## config.mk

```make
export PLATFORM = sky130hd
export DESIGN_NAME = instr_fetch_unit
export DESIGN_NICKNAME = d
export VERILOG_FILES = /design/src/rtl/instr_fetch_unit.sv
export SDC_FILE = /design/constraint.sdc
export NUM_CORES = 1
export LEC_CHECK = 0
export CORE_AREA = 2 2 68 70
export DETAILED_ROUTE_END_ITERATION = 12
export DIE_AREA = 0 0 70 72
export DONT_BUFFER_PORTS = 1
export PLACE_DENSITY = 0.84
export SKIP_CTS_REPAIR_TIMING = 1
export SLEW_MARGIN = 20
export SYNTH_ARGS = -nofsm -noshare
export SYNTH_HDL_FRONTEND = slang
export SYNTH_SLANG_ARGS = --single-unit
```

## constraint.sdc

```tcl
create_clock -name clk -period 3.35 [get_ports clk]
set_clock_uncertainty 0.1 [all_clocks]
set_input_delay 1.005 -clock clk [delete_from_list [all_inputs] [get_ports clk]]
set_output_delay 1.005 -clock clk [all_outputs]
set_load 0.01 [all_outputs]
```

## src/rtl/instr_fetch_unit.sv

```systemverilog
// Instruction fetch stage: holds the PC, reads a 32-bit instruction as four
// little-endian byte reads over a req/ack port, and presents it to the decoder
// under a valid/ready handshake. The controller can redirect the PC at any time.
module instr_fetch_unit #(
    parameter int unsigned           ADDR_WIDTH = 8,
    parameter logic [ADDR_WIDTH-1:0] RESET_PC   = '0
) (
    input  logic                  clk,
    input  logic                  reset,
    output logic                  mem_req,
    output logic [ADDR_WIDTH-1:0] mem_addr,
    input  logic                  mem_ack,
    input  logic [7:0]            mem_rdata,
    output logic [31:0]           instr,
    output logic                  instr_valid,
    input  logic                  instr_ready,
    input  logic                  pc_load,
    input  logic [ADDR_WIDTH-1:0] pc_next,
    output logic [ADDR_WIDTH-1:0] pc
);

    typedef enum logic [2:0] {
        StFetch0,
        StFetch1,
        StFetch2,
        StFetch3,
        StHold
    } state_e;

    state_e                state_q, state_d;
    logic [ADDR_WIDTH-1:0] pc_q, pc_d;
    logic [31:0]           instr_q, instr_d;

    // Byte index being fetched and the state that follows its acknowledge.
    logic [1:0] byte_idx;
    state_e     fetch_next;

    // Decode the current fetch slot from the registered state.
    always_comb begin
        byte_idx   = 2'd0;
        fetch_next = StFetch1;
        unique case (state_q)
            StFetch0: begin byte_idx = 2'd0; fetch_next = StFetch1; end
            StFetch1: begin byte_idx = 2'd1; fetch_next = StFetch2; end
            StFetch2: begin byte_idx = 2'd2; fetch_next = StFetch3; end
            StFetch3: begin byte_idx = 2'd3; fetch_next = StHold;   end
            StHold:   begin byte_idx = 2'd0; fetch_next = StFetch0; end
            default:  begin byte_idx = 2'd0; fetch_next = StFetch0; end
        endcase
    end

    // Next-state logic: redirect beats the decoder handshake, which beats mem_ack.
    always_comb begin
        state_d = state_q;
        pc_d    = pc_q;
        instr_d = instr_q;
        if (pc_load) begin
            // Partial bytes and any same-cycle ack are dropped; the held word too.
            pc_d    = pc_next;
            state_d = StFetch0;
        end else if (state_q == StHold) begin
            if (instr_ready) begin
                pc_d    = pc_q + ADDR_WIDTH'(4);
                state_d = StFetch0;
            end
        end else if (mem_ack) begin
            instr_d[{byte_idx, 3'b000} +: 8] = mem_rdata;
            state_d                          = fetch_next;
        end
    end

    // State registers with synchronous reset.
    always_ff @(posedge clk) begin
        if (reset) begin
            state_q <= StFetch0;
            pc_q    <= RESET_PC;
            instr_q <= 32'h0;
        end else begin
            state_q <= state_d;
            pc_q    <= pc_d;
            instr_q <= instr_d;
        end
    end

    // Outputs depend only on registered state (request is masked during reset).
    always_comb begin
        mem_req     = (state_q != StHold) && !reset;
        mem_addr    = pc_q + ADDR_WIDTH'(byte_idx);
        instr       = instr_q;
        instr_valid = (state_q == StHold);
        pc          = pc_q;
    end

endmodule

```

==> results of run 1 <==
[layout make-up]
type | count | area, sq um | share of cell area [%]
inverters | 25 | 93.84 | 3.724
well taps | 52 | 65.06 | 2.582
repair buffers | 5 | 37.54 | 1.490
flip-flops and latches | 43 | 862.1 | 34.21
clock buffers | 8 | 100.1 | 3.972
multi-input cells | 181 | 1361 | 54.02
[registers in the layout, summed over array words and instances, names as in the netlist]
| register | cells |
|---|---|
| pc | 8 |
| state_q | 3 |
| instr | 32 |
[metal layers]
metal | vias to the layer above | track usage (%) | share of wire, %
met3 | 9 | 7.778 | 7.3
met5 | - | 0 | 0
met1 | 971 | 27.86 | 42
li1 | 969 | - | -
met2 | 73 | 38.20 | 49
met4 | 0 | 8.761 | 1.7
[power groups by stage]
| stage | Sequential (uW) | Clock [uW] | Combinational [uW] |
|---|---|---|---|
| after floorplan | 549 | 0 | 86.1 |
| after global placement | 553 | 0 | 82.0 |
| after detailed placement | 555 | 0 | 83.5 |
| after CTS | 542 | 367 | 84.2 |
| after global routing | 545 | 388 | 94.2 |
| final | 543 | 360 | 84.8 |
[Yosys cell counts (all sizes together) (3+ instances only)]
library cell  instances
buf                  16
nor3                  4
and3                  3
a21oi                17
nor2b                12
nand2b                3
or3b                  3
o21ai                23
nor2                  8
mux2i                 3
a311oi               19
ha                    5
nand3                 3
a31o                 15
xnor2                 8
nand4                16
inv                  25
nand2                 6
and2                  9
dfxtp                43
clkbuf               11
[worst paths after layout]
kind	startpoint	to	slack, ps	depth (start not counted)
worst max-delay path	state_q[2]	mem_addr[6]	90	6
worst min register to register	instr[26]	instr[26]	420	2
worst max register to register	state_q[2]	instr[20]	910	6
worst min-delay path	instr[26]	instr[26]	420	2
[metrics by stage]
step           total power, uW  instance area (sq um)  worst slack, ps  utilization, %  hold slack [ps]
4_1_cts                  993.2                   2511            19.28           58.89            417.1
3_5_place_dp             638.0                   2411            349.2           56.54            408.2
2_1_floorplan            635.3                   2474            370.0               -            392.4
6_report                 987.7                   2520            87.91           59.10            416.3
5_1_grt                   1027                   2520            8.963           59.10            435.5
3_3_place_gp             635.4                   2411            389.4           56.54            399.7
[kinds of logic (layout without fill, tap and decap cells)]
logic type | after synthesis | in the layout | synth area share, %
buffers and inverters | 52 | 38 | 10.47
AND/OR/NAND/NOR | 82 | 82 | 22.31
XOR/XNOR | 8 | 8 | 2.833
adder cells (fa/ha/maj) | 6 | 6 | 3.338
flip-flops | 43 | 43 | 34.80
multiplexers | 3 | 3 | 1.214
AO/OA/AOI/OAI | 82 | 82 | 25.04
[cell usage in the layout, fill, tap and decap left out, types with 5 or more instances in the layout]
| cell | Yosys | final |
|---|---|---|
| dfxtp_1 | 43 | 42 |
| o21ai_0 | 23 | 23 |
| a21oi_1 | 17 | 17 |
| xnor2_1 | 8 | 7 |
| nand4_1 | 16 | 16 |
| nor2_1 | 8 | 8 |
| nor2b_1 | 12 | 12 |
| ha_1 | 5 | 5 |
| inv_1 | 24 | 24 |
| buf_4 | 1 | 5 |
| a311oi_1 | 10 | 10 |
| and2_1 | 8 | 8 |
| a311oi_2 | 9 | 9 |
| clkbuf_8 | 0 | 7 |
| nand2_1 | 6 | 6 |
| a31o_1 | 15 | 15 |
[worst max-delay path: stages, from the launching register on]
cell and delay [ps]:
dfxtp_2 370, and2b_2 270, nand2_1 80, fa_1 410
nand2b_1 190, or2_2 320, xnor2_2 220
==> key figures, run 1 <==
Status
  – Status: completed

Clock network
  – Clock Sinks: 43
  – CTS max path bufs: 2
  – Clock Latency Late Sink: 300 ps
  – Root Buffer: clkbuf_8
  – CTS tree: done
  – Clk slew on worst S/H paths: 80 ps
  – CTS Buf Count: 5
  – # H-tree levels: 2

Floorplan
  – Die area: 5040 sq um
  – Initial Util: 58.01%
  – Core ar.: 4264 sq um
  – Die Wd: 70 um
  – FP Rows: 24
  – Ports: 71
  – Die Y: 72 um

GRT
  – Initial antenna violation count: 0
  – Vias in the first global route: 1,921
  – Tot GR Track Use: 23.02%
  – First-pass GRT wire length: 9370 um
  – GR Overflow Total: 0
  – Largest net degree at the start of global routing: 48

STA
  – Final Cycle Share: 97.38%
  – Final min period: 3262 ps
  – Setup-failing EPs final: 0
  – RSZ-0062 raised after global routing: false
  – Setup Total Neg Slack: 0 ps
  – Tightest Pin Transition: 782.6 ps
  – Hold Vio Cnt, Final: 0
  – Max-slew violations: 0
  – FMAX: 0.3066 GHz
  – Slew HR: 47.59%

Setup path
  – Worst-path fanout max: 6
  – Startpoint types: flop
  – Crit. End Element: output port
  – Crit Path Class: flop to output port
  – Arr. time, crit path: 2160 ps
  – WP data required: 2240 ps

Run
  – Max-Cap Viols: 0

Place
  – GPL Wtd Cong: 0.7839
  – I/O Buffers: 0
  – HPWL after DPL: 3955 um
  – Placed insts: 306

Layout
  – Nets: 288
  – Fill cell count: 377
  – # diodes: 0
  – Syn-to-layout area delta: 1.872%
  – Fin cells: 314
  – Fraction of layout cells with a size suffix above 1: 12.60%

Pwr
  – Sequential share of power: 54.9%
  – Leak: 0.0008354 uW
  – Power Dens Cells: 392.0 nW/um^2
  – Cell Int Power: 744.8 uW
  – Gate power share: 8.6%
  – Worst VDD drop: 232.4 uV
  – Net Sw Power: 242.9 uW
  – Sw Ratio: 24.59%
  – Clock share of power: 36.5%

Worst hold path
  – Hold crit path type: flop to flop

Detailed routing
  – Drt total wl: 5651 um
  – Drt initial violations: 100
  – Wire length per cell: 18.00 um
  – First-pass iteration count of the detailed router: 4
  – Antenna-violating nets left: 0
  – Drt drc: 0
  – Vias per inst: 6.439
  – Vias: 2,022

Logic synthesis
  – Synth Register Bits: 43
  – Asr flop ratio synth: 0%
  – Cell variety after synth: 53
  – Syn_nets: 303
  – Gate Count Post-Synth: 276
  – Synth warnings: 0
  – Synth area leader: dfxtp_1
  – Synth area leaders: dfxtp_1 (35%), a311oi_2 (5.5%), a31o_1 (5.3%)
  – Post-Syn Area: 2474 sq um
  – Avg Inst Size Synth: 8.962 sq um
  – Prevailing post-synth register cell: dfxtp_1
  – Register area share after synthesis: 34.80%
  – Yosys top cell area share: 34.80%
  – Post-synth EDFFs: 0
Note: power is estimated with default switching activity, not from simulation.
==> inputs of run 2 (changes only) <==
--- a/config.mk
+++ b/config.mk
@@ -10,7 +10,6 @@
 export DIE_AREA = 0 0 70 72
 export DONT_BUFFER_PORTS = 1
 export PLACE_DENSITY = 0.84
-export SKIP_CTS_REPAIR_TIMING = 1
 export SLEW_MARGIN = 20
 export SYNTH_ARGS = -nofsm -noshare
 export SYNTH_HDL_FRONTEND = slang
==> results of run 2 <==
Same layout as run 1: the final DEF is identical, and so are final timing and power.
==> inputs of run 3 (changes only) <==
--- a/config.mk
+++ b/config.mk
@@ -5,11 +5,12 @@
 export SDC_FILE = /design/constraint.sdc
 export NUM_CORES = 1
 export LEC_CHECK = 0
-export CORE_AREA = 2 2 68 70
+export ABC_AREA = 1
+export CORE_AREA = 2 2 99 101
 export DETAILED_ROUTE_END_ITERATION = 12
-export DIE_AREA = 0 0 70 72
+export DIE_AREA = 0 0 101 103
 export DONT_BUFFER_PORTS = 1
-export PLACE_DENSITY = 0.84
+export PLACE_DENSITY = 0.5
 export SLEW_MARGIN = 20
 export SYNTH_ARGS = -nofsm -noshare
 export SYNTH_HDL_FRONTEND = slang
==> key figures, run 3 <==
Status
  – Status: completed

Worst hold path
  – Hold endpoint: instr[9]
  – Hold crit path type: flop to flop
  – Hold Crit Start: instr[9]
  – Hold Crit Depth: 2

STA
  – RSZ-0062 raised after global routing: false
  – Tightest Pin Transition: 548.9 ps
  – Final Cycle Share: 93.54%
  – Final min period: 3134 ps
  – FMAX: 0.3191 GHz
  – Setup ws final: 216.3 ps
  – Hold Vio Cnt, Final: 0
  – Setup-failing EPs final: 0
  – Slew HR: 63.36%
  – Setup Total Neg Slack: 0 ps
  – Max-slew violations: 0

Detailed routing
  – Vias: 2,080
  – Antenna-violating nets left: 0
  – Wire length per cell: 13.84 um
  – Vias per inst: 4.502
  – Drt initial violations: 57
  – First-pass iteration count of the detailed router: 4
  – Drt drc: 0
  – Drt total wl: 6394 um

Setup path
  – Crit Path Class: flop to output port
  – Critical path cell sequence: nor2_1 > inv_1 > fa_1 > nor2_1 > xor2_1
  – Startpoint types: flop
  – Reg2reg path depth: 8
  – Worst stage delay on the critical path: 480 ps
  – Worst path top cell family by delay: adder cells
  – Crit. End Element: output port
  – Worst-path fanout max: 9
  – Buf/Inv on CP: 1
  – Internal reg-to-reg setup slack: 820 ps
  – Worst R2R End: instr[1]
  – CP max-delay cell: fa_1
  – Arr. time, crit path: 2030 ps
  – WP data required: 2240 ps
  – Worst r2r src: state_q[2]
  – Most numerous cell on the critical path: nor2_1

Clock network
  – CTS tree: done
  – # H-tree levels: 2
  – Post-CTS setup buffers: 0
  – Clock Sinks: 43
  – Post-cts resize count: 0
  – Post-CTS Hold Fix Bufs: 0
  – CTS Buf Count: 5
  – Clk slew on worst S/H paths: 80 ps
  – CTS max path bufs: 2
  – Clock Latency Late Sink: 300 ps
  – Root Buffer: clkbuf_8

GRT
  – First-pass GRT wire length: 10,220 um
  – Vias in the first global route: 1,946
  – GR Overflow Total: 0
  – Largest net degree at the start of global routing: 23
  – Tot GR Track Use: 12.65%
  – Initial antenna violation count: 0

Logic synthesis
  – Register area share after synthesis: 36.33%
  – Yosys top cell area share: 36.33%
  – Synth Register Bits: 43
  – Cell variety after synth: 30
  – Most frequent cell after synthesis: nand2_1
  – Synth area leader: dfxtp_1
  – Post-synth EDFFs: 0
  – Post-Syn Area: 2370 sq um
  – Prevailing post-synth register cell: dfxtp_1
  – Gate Count Post-Synth: 353
  – Synth warnings: 0
  – Syn_nets: 380
  – Asr flop ratio synth: 0%
  – Commonest cells in the netlist: nand2_1 (75), inv_1 (54), nor2_1 (46)
  – Avg Inst Size Synth: 6.713 sq um
  – Synth area leaders: dfxtp_1 (36%), nand2_1 (12%), inv_1 (8.6%)

Layout
  – Register area: 860.8 sq um
  – Most common cell after layout, fill and taps aside: nand2_1
  – Syn-to-layout area delta: 7.444%
  – Commonest non-fill, non-tap cells in the layout: nand2_1 (75), inv_1 (54), nor2_1 (46)
  – # diodes: 0
  – Max reg flops: 32
  – Post-route cell area: 2546 sq um
  – Nets: 374
  – Fraction of layout cells with a size suffix above 1: 6.609%
  – Fill cell count: 1,061
  – Multi-input logic area: 1217 sq um

Pwr
  – Worst VDD drop: 191.8 uV
  – Power Dens Cells: 410.5 nW/um^2
  – Leak: 0.001008 uW

Floorplan
  – Die Wd: 101 um
  – Ports: 71
  – Core ar.: 9459 sq um
  – Initial Util: 25.05%
  – Die area: 10,400 sq um
  – Die Y: 103 um
  – FP Rows: 36

Place
  – GPL Wtd Cong: 0.7593
  – Pre-CTS setup slack: 525.1 ps
  – Area after DPL: 2446 sq um
  – HPWL after DPL: 4918 um
  – I/O Buffers: 0

Run
  – Max-Cap Viols: 0
==> run 3: worst reg2reg max path, stage by stage, from the launching register on <==
cell and delay [ps]:
dfxtp_1 600, inv_1 110, nand2_1 220, ha_1 400, inv_1 310, nand4_1 330, nor2_1 190, o21ai_0 100
nor2_1 110
==> run 3: final cells by class <==
| class | instances | share of cell area (%) |
|---|---|---|
| flip-flops and latches | 43 | 33.81 |
| inverters | 56 | 8.256 |
| well taps | 114 | 5.602 |
| repair buffers | 2 | 0.5897 |
| multi-input cells | 239 | 47.81 |
| clock buffers | 8 | 3.931 |
==> run 3: routing by layer <==
metal / up-vias / GRT usage [%] / part of all wire (%)
li1: 1092 / - / -
met1: 929 / 15.41 / 43
met2: 53 / 21.13 / 48
met3: 6 / 4.475 / 7.8
met4: 0 / 3.742 / 1.2
met5: - / 0 / 0
==> run 3: cells by family after synthesis <==
logic type      count (synthesis)  synth area share (%)
simple gates                  168                 31.63
buf+inv                        71                 12.30
compound gates                 55                 12.41
flops                          43                 36.33
xor+xnor                        8                 2.956
fa+ha+maj                       6                 3.485
mux                             2                0.8976
==> run 3: how the worst max path moves through the flow <==
stage                from           to  slack (ps)  depth (start not counted)
2_1_floorplan       reset      mem_req         570                          3
3_3_place_gp   state_q[2]  mem_addr[6]         570                          5
3_5_place_dp   state_q[2]  mem_addr[6]         530                          5
4_1_cts        state_q[2]  mem_addr[6]         180                          5
5_1_grt        state_q[1]  mem_addr[6]          70                          6
6_report       state_q[2]  mem_addr[6]         220                          5
==> run 3: metrics by stage <==
step | utilization, % | std cells | power, uW | hold slack [ps]
2_1_floorplan | - | 353 | 670.1 | 367.1
3_3_place_gp | 25.86 | 454 | 689.2 | 399.0
3_5_place_dp | 25.86 | 454 | 691.9 | 401.3
4_1_cts | 26.92 | 462 | 1065 | 413.7
5_1_grt | 26.92 | 462 | 1108 | 434.5
6_report | 26.92 | 462 | 1045 | 408.8
==> run 3: where the power goes <==
| group | leakage (uW) | internal, uW | total (uW) | switching (uW) |
|---|---|---|---|---|
| registers | 0.000350 | 527 | 554 | 26.9 |
| logic | 0.000607 | 39.1 | 125 | 85.5 |
| clock network | 0.0000515 | 188 | 367 | 178 |
